==> src/rtl/row_scan_decoder_pkg.sv <==
// Shared definitions for the row scan decoder.
//   scan_state_t : scan FSM state encoding (IDLE, BLANK, DRIVE)
//   cnt_width    : width of the shared dwell/blank down-counter
//   idx_in_range : true when a row index addresses an existing row
package scan_pkg;

    typedef enum logic [1:0] {
        IDLE  = 2'd0,
        BLANK = 2'd1,
        DRIVE = 2'd2
    } scan_state_t;

    // One counter times both phases, so it must hold the larger of the two
    // durations.
    function automatic int cnt_width(input int dwell, input int blank_c);
        int m;
        m = (dwell > blank_c) ? dwell : blank_c;
        return $clog2(m + 1);
    endfunction

    function automatic logic idx_in_range(input int unsigned idx, input int unsigned n);
        return idx < n;
    endfunction

endpackage

==> src/rtl/row_scan_decoder_if.sv <==
// Controller <-> row scan decoder bundle.
//   en          : scan enable (controller -> decoder)
//   load        : single-cycle jump request (controller -> decoder)
//   load_idx    : jump target row (controller -> decoder)
//   row_oh      : registered one-hot row select (decoder -> drivers)
//   row_idx     : current row index (decoder -> controller)
//   blank       : no row driven (decoder -> controller)
//   frame_start : first driven cycle of row 0 (decoder -> controller)
interface row_scan_decoder_if #(
    parameter int N_ROWS = 8,
    parameter int IDX_W  = $clog2(N_ROWS)
) ();
    logic              en;
    logic              load;
    logic [IDX_W-1:0]  load_idx;
    logic [N_ROWS-1:0] row_oh;
    logic [IDX_W-1:0]  row_idx;
    logic              blank;
    logic              frame_start;

    modport master (
        output en, load, load_idx,
        input  row_oh, row_idx, blank, frame_start
    );

    modport slave (
        input  en, load, load_idx,
        output row_oh, row_idx, blank, frame_start
    );
endinterface

==> src/rtl/row_scan_decoder_onehot_decode.sv <==
// Combinational row index to one-hot decoder.
//   idx : row index
//   oh  : one-hot select; out-of-range indices select bit 0, as the
//         legacy 3-to-8 decoder's default branch did
module onehot_decode
    import scan_pkg::*;
#(
    parameter int N_ROWS = 8,
    parameter int IDX_W  = $clog2(N_ROWS)
) (
    input  logic [IDX_W-1:0]  idx,
    output logic [N_ROWS-1:0] oh
);
    always_comb begin
        oh = '0;
        if (idx_in_range(32'(idx), N_ROWS)) begin
            oh[idx] = 1'b1;
        end else begin
            oh[0] = 1'b1;
        end
    end
endmodule

==> src/rtl/row_scan_decoder.sv <==
// LED matrix row scanner: walks the row index on a dwell schedule with
// optional blanking gaps and drives a registered one-hot row select.
//   clk, rst : clock and synchronous active-high reset
//   bus      : slave side of row_scan_decoder_if
//              (en, load, load_idx in; row_oh, row_idx, blank, frame_start out)
module row_scan_decoder
    import scan_pkg::*;
#(
    parameter int N_ROWS     = 8,
    parameter int IDX_W      = $clog2(N_ROWS),
    parameter int DWELL_CYC  = 1000,
    parameter int BLANK_CYC  = 2,
    parameter int ACTIVE_LOW = 0
) (
    input  logic          clk,
    input  logic          rst,
    row_scan_decoder_if.slave bus
);
    localparam int                CNT_W     = cnt_width(DWELL_CYC, BLANK_CYC);
    localparam logic [CNT_W-1:0]  CNT_ONE   = CNT_W'(1);
    localparam logic [CNT_W-1:0]  DWELL_LD  = CNT_W'(DWELL_CYC - 1);
    localparam logic [CNT_W-1:0]  BLANK_LD  = (BLANK_CYC > 0) ? CNT_W'(BLANK_CYC - 1) : '0;
    localparam logic [IDX_W-1:0]  IDX_ONE   = IDX_W'(1);
    localparam logic [IDX_W-1:0]  LAST_IDX  = IDX_W'(N_ROWS - 1);
    localparam logic [N_ROWS-1:0] POL_MASK  = (ACTIVE_LOW != 0) ? '1 : '0;
    localparam bit                HAS_BLANK = (BLANK_CYC > 0);

    // Every new row (and every (re)start) begins with a blanking gap when one
    // is configured, otherwise it goes straight to driving.
    localparam scan_state_t      ENTRY_ST = HAS_BLANK ? BLANK : DRIVE;
    localparam logic [CNT_W-1:0] ENTRY_LD = HAS_BLANK ? BLANK_LD : DWELL_LD;

    scan_state_t       state_q, state_d;
    logic [CNT_W-1:0]  cnt_q, cnt_d;
    logic [IDX_W-1:0]  row_idx_q, row_idx_d;
    logic [N_ROWS-1:0] row_oh_q, row_oh_d;
    logic              blank_q, blank_d;
    logic              frame_start_q, frame_start_d;

    logic [IDX_W-1:0]  load_tgt;
    logic [N_ROWS-1:0] dec_oh;
    logic              restart;
    logic              drive_d;

    // Decode the next index so the registered select lines up with the
    // registered state.
    onehot_decode #(
        .N_ROWS (N_ROWS),
        .IDX_W  (IDX_W)
    ) u_dec (
        .idx (row_idx_d),
        .oh  (dec_oh)
    );

    always_comb begin
        state_d       = state_q;
        cnt_d         = cnt_q;
        row_idx_d     = row_idx_q;
        restart       = 1'b0;
        load_tgt      = idx_in_range(32'(bus.load_idx), N_ROWS) ? bus.load_idx : '0;

        if (!bus.en) begin
            // Disable overrides everything; a load still moves the retained row.
            state_d = IDLE;
            cnt_d   = '0;
            if (bus.load) begin
                row_idx_d = load_tgt;
            end
        end else if (bus.load) begin
            // Load beats a coincident dwell-end increment.
            row_idx_d = load_tgt;
            state_d   = ENTRY_ST;
            cnt_d     = ENTRY_LD;
            restart   = 1'b1;
        end else begin
            unique case (state_q)
                IDLE: begin
                    state_d = ENTRY_ST;
                    cnt_d   = ENTRY_LD;
                end
                BLANK: begin
                    if (cnt_q == '0) begin
                        state_d = DRIVE;
                        cnt_d   = DWELL_LD;
                    end else begin
                        cnt_d = cnt_q - CNT_ONE;
                    end
                end
                DRIVE: begin
                    if (cnt_q == '0) begin
                        row_idx_d = (row_idx_q == LAST_IDX) ? '0 : row_idx_q + IDX_ONE;
                        state_d   = ENTRY_ST;
                        cnt_d     = ENTRY_LD;
                        restart   = 1'b1;
                    end else begin
                        cnt_d = cnt_q - CNT_ONE;
                    end
                end
                default: begin
                    state_d = IDLE;
                    cnt_d   = '0;
                end
            endcase
        end

        drive_d       = (state_d == DRIVE);
        row_oh_d      = (drive_d ? dec_oh : '0) ^ POL_MASK;
        blank_d       = !drive_d;
        // A DRIVE period starts either on entry from another state or when a
        // gapless schedule restarts DRIVE in place (row advance or load).
        frame_start_d = drive_d && ((state_q != DRIVE) || restart) && (row_idx_d == '0);
    end

    always_ff @(posedge clk) begin
        if (rst) begin
            state_q       <= IDLE;
            cnt_q         <= '0;
            row_idx_q     <= '0;
            row_oh_q      <= POL_MASK;
            blank_q       <= 1'b1;
            frame_start_q <= 1'b0;
        end else begin
            state_q       <= state_d;
            cnt_q         <= cnt_d;
            row_idx_q     <= row_idx_d;
            row_oh_q      <= row_oh_d;
            blank_q       <= blank_d;
            frame_start_q <= frame_start_d;
        end
    end

    assign bus.row_oh      = row_oh_q;
    assign bus.row_idx     = row_idx_q;
    assign bus.blank       = blank_q;
    assign bus.frame_start = frame_start_q;

endmodule

==> src/flat_wrapper.sv <==
// flat-port wrapper written by rule: the top's interface ports become plain ports
module row_scan_decoder_flat import scan_pkg::*;
#(
    parameter int N_ROWS     = 8,
    parameter int IDX_W      = $clog2(N_ROWS),
    parameter int DWELL_CYC  = 1000,
    parameter int BLANK_CYC  = 2,
    parameter int ACTIVE_LOW = 0
)
  (clk, rst, bus_en, bus_load, bus_load_idx, bus_row_oh, bus_row_idx, bus_blank, bus_frame_start);
  row_scan_decoder_if #(.N_ROWS(N_ROWS), .IDX_W(IDX_W)) bus_i ();
  input  logic clk;
  input  logic rst;
  input wire logic [$bits(bus_i.en)-1:0] bus_en;
  input wire logic [$bits(bus_i.load)-1:0] bus_load;
  input wire logic [$bits(bus_i.load_idx)-1:0] bus_load_idx;
  output wire logic [$bits(bus_i.row_oh)-1:0] bus_row_oh;
  output wire logic [$bits(bus_i.row_idx)-1:0] bus_row_idx;
  output wire logic [$bits(bus_i.blank)-1:0] bus_blank;
  output wire logic [$bits(bus_i.frame_start)-1:0] bus_frame_start;
  assign bus_i.en = bus_en;
  assign bus_i.load = bus_load;
  assign bus_i.load_idx = bus_load_idx;
  assign bus_row_oh = bus_i.row_oh;
  assign bus_row_idx = bus_i.row_idx;
  assign bus_blank = bus_i.blank;
  assign bus_frame_start = bus_i.frame_start;
  row_scan_decoder #(.N_ROWS(N_ROWS), .IDX_W(IDX_W), .DWELL_CYC(DWELL_CYC), .BLANK_CYC(BLANK_CYC), .ACTIVE_LOW(ACTIVE_LOW)) u_core (.clk(clk), .rst(rst), .bus(bus_i));
endmodule
==> config.mk <==
export PLATFORM = sky130hd
export DESIGN_NAME = row_scan_decoder_flat
export DESIGN_NICKNAME = d
export VERILOG_FILES = /design/src/rtl/row_scan_decoder_pkg.sv /design/src/rtl/row_scan_decoder_if.sv /design/src/rtl/row_scan_decoder_onehot_decode.sv /design/src/rtl/row_scan_decoder.sv /design/src/flat_wrapper.sv
export SDC_FILE = /design/constraint.sdc
export NUM_CORES = 1
export LEC_CHECK = 0
export CORE_MARGIN = 8
export CORE_UTILIZATION = 49
export CTS_CLUSTER_DIAMETER = 50
export DETAILED_ROUTE_END_ITERATION = 16
export PLACE_DENSITY = 0.79
export RECOVER_POWER = 100
export REMOVE_ABC_BUFFERS = 1
export SETUP_SLACK_MARGIN = 0.4
export SKIP_CTS_REPAIR_TIMING = 1
export SYNTH_ARGS = -nofsm -noshare
export SYNTH_HDL_FRONTEND = slang
export SYNTH_SLANG_ARGS = --single-unit
==> constraint.sdc <==
create_clock -name clk -period 2.8 [get_ports clk]
set_clock_uncertainty 0.15 [all_clocks]
set_input_delay 0.56 -clock clk [delete_from_list [all_inputs] [get_ports clk]]
set_output_delay 0.56 -clock clk [all_outputs]
set_load 0.03 [all_outputs]
==> summary.txt <==
Status
  – Status: finished clean

GRT
  – Vias in the first global route: between 1000 and 1500
  – Remaining global-route overflow: 0
  – GRT Overall Usage: a little over an eighth
  – Initial antenna violation count: 0
  – Largest net degree at the start of global routing: 14
  – Global-route wire length before repair: 4520 µm

Final layout
  – Final net count: between 100 and 150
  – Final core utilization: around three fifths
  – Final instance area: about 1400 µm²
  – Share of layout cells above drive strength 1: between 10% and 20%
  – Layout area overhead: 18.6%
  – Antenna cells: 0

Logic synthesis
  – Synth warn: 0
  – Post-synth EDFFs: 0
  – Post-synthesis cell area: around 1200 µm²
  – Seq/Total Area, Yosys: roughly two fifths
  – Top-count cell post-synth: dfxtp_1
  – Synth top area share: about two fifths
  – Mean Syn Cell Area: between 10 and 15 µm²
  – Post-Syn Instances: roughly 120
  – Async S/R FF share, synth: 0%
  – Yosys reg bits: 25
  – Top cells by count, synth: dfxtp_1, nor2_1, a21oi_1, mux2i_1
  – Area contributors post-synth: dfxtp_1, mux2i_1, nor2_1, xnor2_1, ha_1
  – Synth Flop Type: dfxtp_1
  – Synth area leader: dfxtp_1
  – Number of library cell types mapped by synthesis: 43

Critical path
  – R2R Path Start: u_core.cnt_q[0]$_SDFF_PP0_
  – Worst Path Arrival: roughly 2.3 ns
  – CP Launch Point: u_core.cnt_q[0]$_SDFF_PP0_
  – WP data required: 2.84 ns
  – Crit Path Class: reg -> reg
  – Crit path max fanout: 7
  – Crit end category: register
  – Critical Path Source Type: register

Worst hold path
  – Worst min path class: reg -> reg
  – Hold Path Origin: u_core.cnt_q[9]$_SDFF_PP0_

CTS
  – CTS tree: built
  – Worst-case clock buffer depth: 2
  – H-tree Lvls: 1
  – Clock sink count: 25
  – Clock Pin Slew Worst Setup and Hold Paths: 0.13 ns
  – Clk Latency, worst-skew pair: roughly 0.32 ns
  – Number of buffers created by CTS: 3
  – CTS root buffer: clkbuf_4

STA
  – Final period utilization: between 80% and 90%
  – RSZ-0062 raised after global routing: false
  – Final setup viols: 0
  – Worst slew margin: about two fifths
  – Pins over their slew limit: 0
  – Worst slew pin tran: 0.870 ns
  – Setup TNS: 0 ns
  – Tmin final: ~2.3 ns
  – Final Hold Fails: 0
  – Max Freq: between 0.4 and 0.5 GHz
  – Post-route setup slack: around 0.52 ns

Power and ir drop
  – Max IR drop VDD: 0.347 mV
  – Total Power: around 0.00064 W
  – Pleak: 0.608 nW
  – PwrDens: about 450 nW/µm²

Placement
  – GPL Wtd Cong: 0.768
  – IO buf count: 19
  – Half-perimeter wire length after placement: 1930 µm
  – Pre-CTS setup slack: roughly 0.19 ns
  – Dpl cell area: between 1000 and 1500 µm²

Die
  – Initial Utilization: 50.0%
  – Core ar.: 2390 µm²
  – Die area: between 4000 and 5000 µm²
  – Die Ht: 65.4 µm
  – I/O pin count: 20
  – Rows: 18
  – Horiz. Die Dim: 65.4 µm

Route
  – DR WL/cell: ~15 µm
  – Drt via density: roughly 5.5
  – Drt first pass iters: 4
  – DRC: 0
  – Post-DRT Antenna Nets: 0
  – Drt initial violations: 52
  – Via count: 923
  – Total wire length: between 2000 and 2500 µm

Job
  – Max Cap Viol: 0
## logic make-up after synthesis
| kind of cell | Yosys count | synth area share, % |
|---|---|---|
| XOR/XNOR | 5 | 3.67 |
| AND/OR/NAND/NOR | 47 | 27.5 |
| buffers and inverters | 7 | 3.56 |
| multiplexers | 10 | 9.01 |
| AO/OA/AOI/OAI | 19 | 11.2 |
| adder cells (fa/ha/maj) | 3 | 3.14 |
| flip-flops | 25 | 41.9 |
## metal layers
layer / part of all wire [%] / global-route usage (%) / wire length (µm)
met1: 43 / 13.9 / 1080
met4: 0.68 / 4.09 / 17
met2: 50 / 22.8 / 1250
met5: 0 / 0 / 0
met3: 5.6 / 5.95 / 140
## worst max-delay path, stage by stage (launching register included)
cell,delay [ns]
dfxtp_1,0.37
inv_1,0.07
ha_1,0.19
nor3b_1,0.38
a31oi_1,0.17
o21ai_0,0.73
nor2_1,0.10
## flip-flops by register name (all words and copies together), names as in the netlist
register,count
u_core.bus.blank,1
u_core.cnt_q,10
u_core.bus.frame_start,1
u_core.state_q,2
u_core.bus.row_oh,8
u_core.bus.row_idx,3
## cell usage in the layout, fill, tap and decap left out, types with 3 or more instances in the layout
master	instances
mux2_2	3
xnor2_1	5
nor4b_1	4
dlygate4sd3_1	14
clkdlybuf4s50_1	4
nor4_1	4
nor3_1	5
a21oi_1	6
mux2i_1	6
nor2_1	14
dfxtp_1	25
clkbuf_4	3
inv_1	4
and2_1	3
ha_1	3
## final timing paths
kind | endpoint | slack, ns | depth (start not counted)
worst max register to register | u_core.cnt_q[8]$_SDFF_PP0_ | 0.52 | 6
worst min register to register | u_core.cnt_q[9]$_SDFF_PP0_ | 0.42 | 1
worst max-delay path | u_core.cnt_q[8]$_SDFF_PP0_ | 0.52 | 6
worst min-delay path | u_core.cnt_q[9]$_SDFF_PP0_ | 0.42 | 1
## final cells by class
type | count | area [µm²]
Tap cell | 30 | 37.5
Sequential cell | 25 | 500
Fill cell | 216 | 972
Multi-Input combinational cell | 84 | 636
Inverter | 4 | 15.0
Clock buffer | 4 | 26.3
Timing Repair Buffer | 20 | 200
## metrics by stage
step                      hold slack (ns)  instances
after global placement              0.389        163
after floorplan                     0.359        113
after detailed placement            0.393        163
final                               0.422        167
after CTS                           0.412        167
after global routing                0.452        167
## power breakdown
part           leakage, nW  internal [W]  switching, W
clock network       0.0150     0.0000558      0.000105
registers            0.203      0.000363    0.00000754
logic                0.390     0.0000478     0.0000567
(Power assumes the default switching activity.)
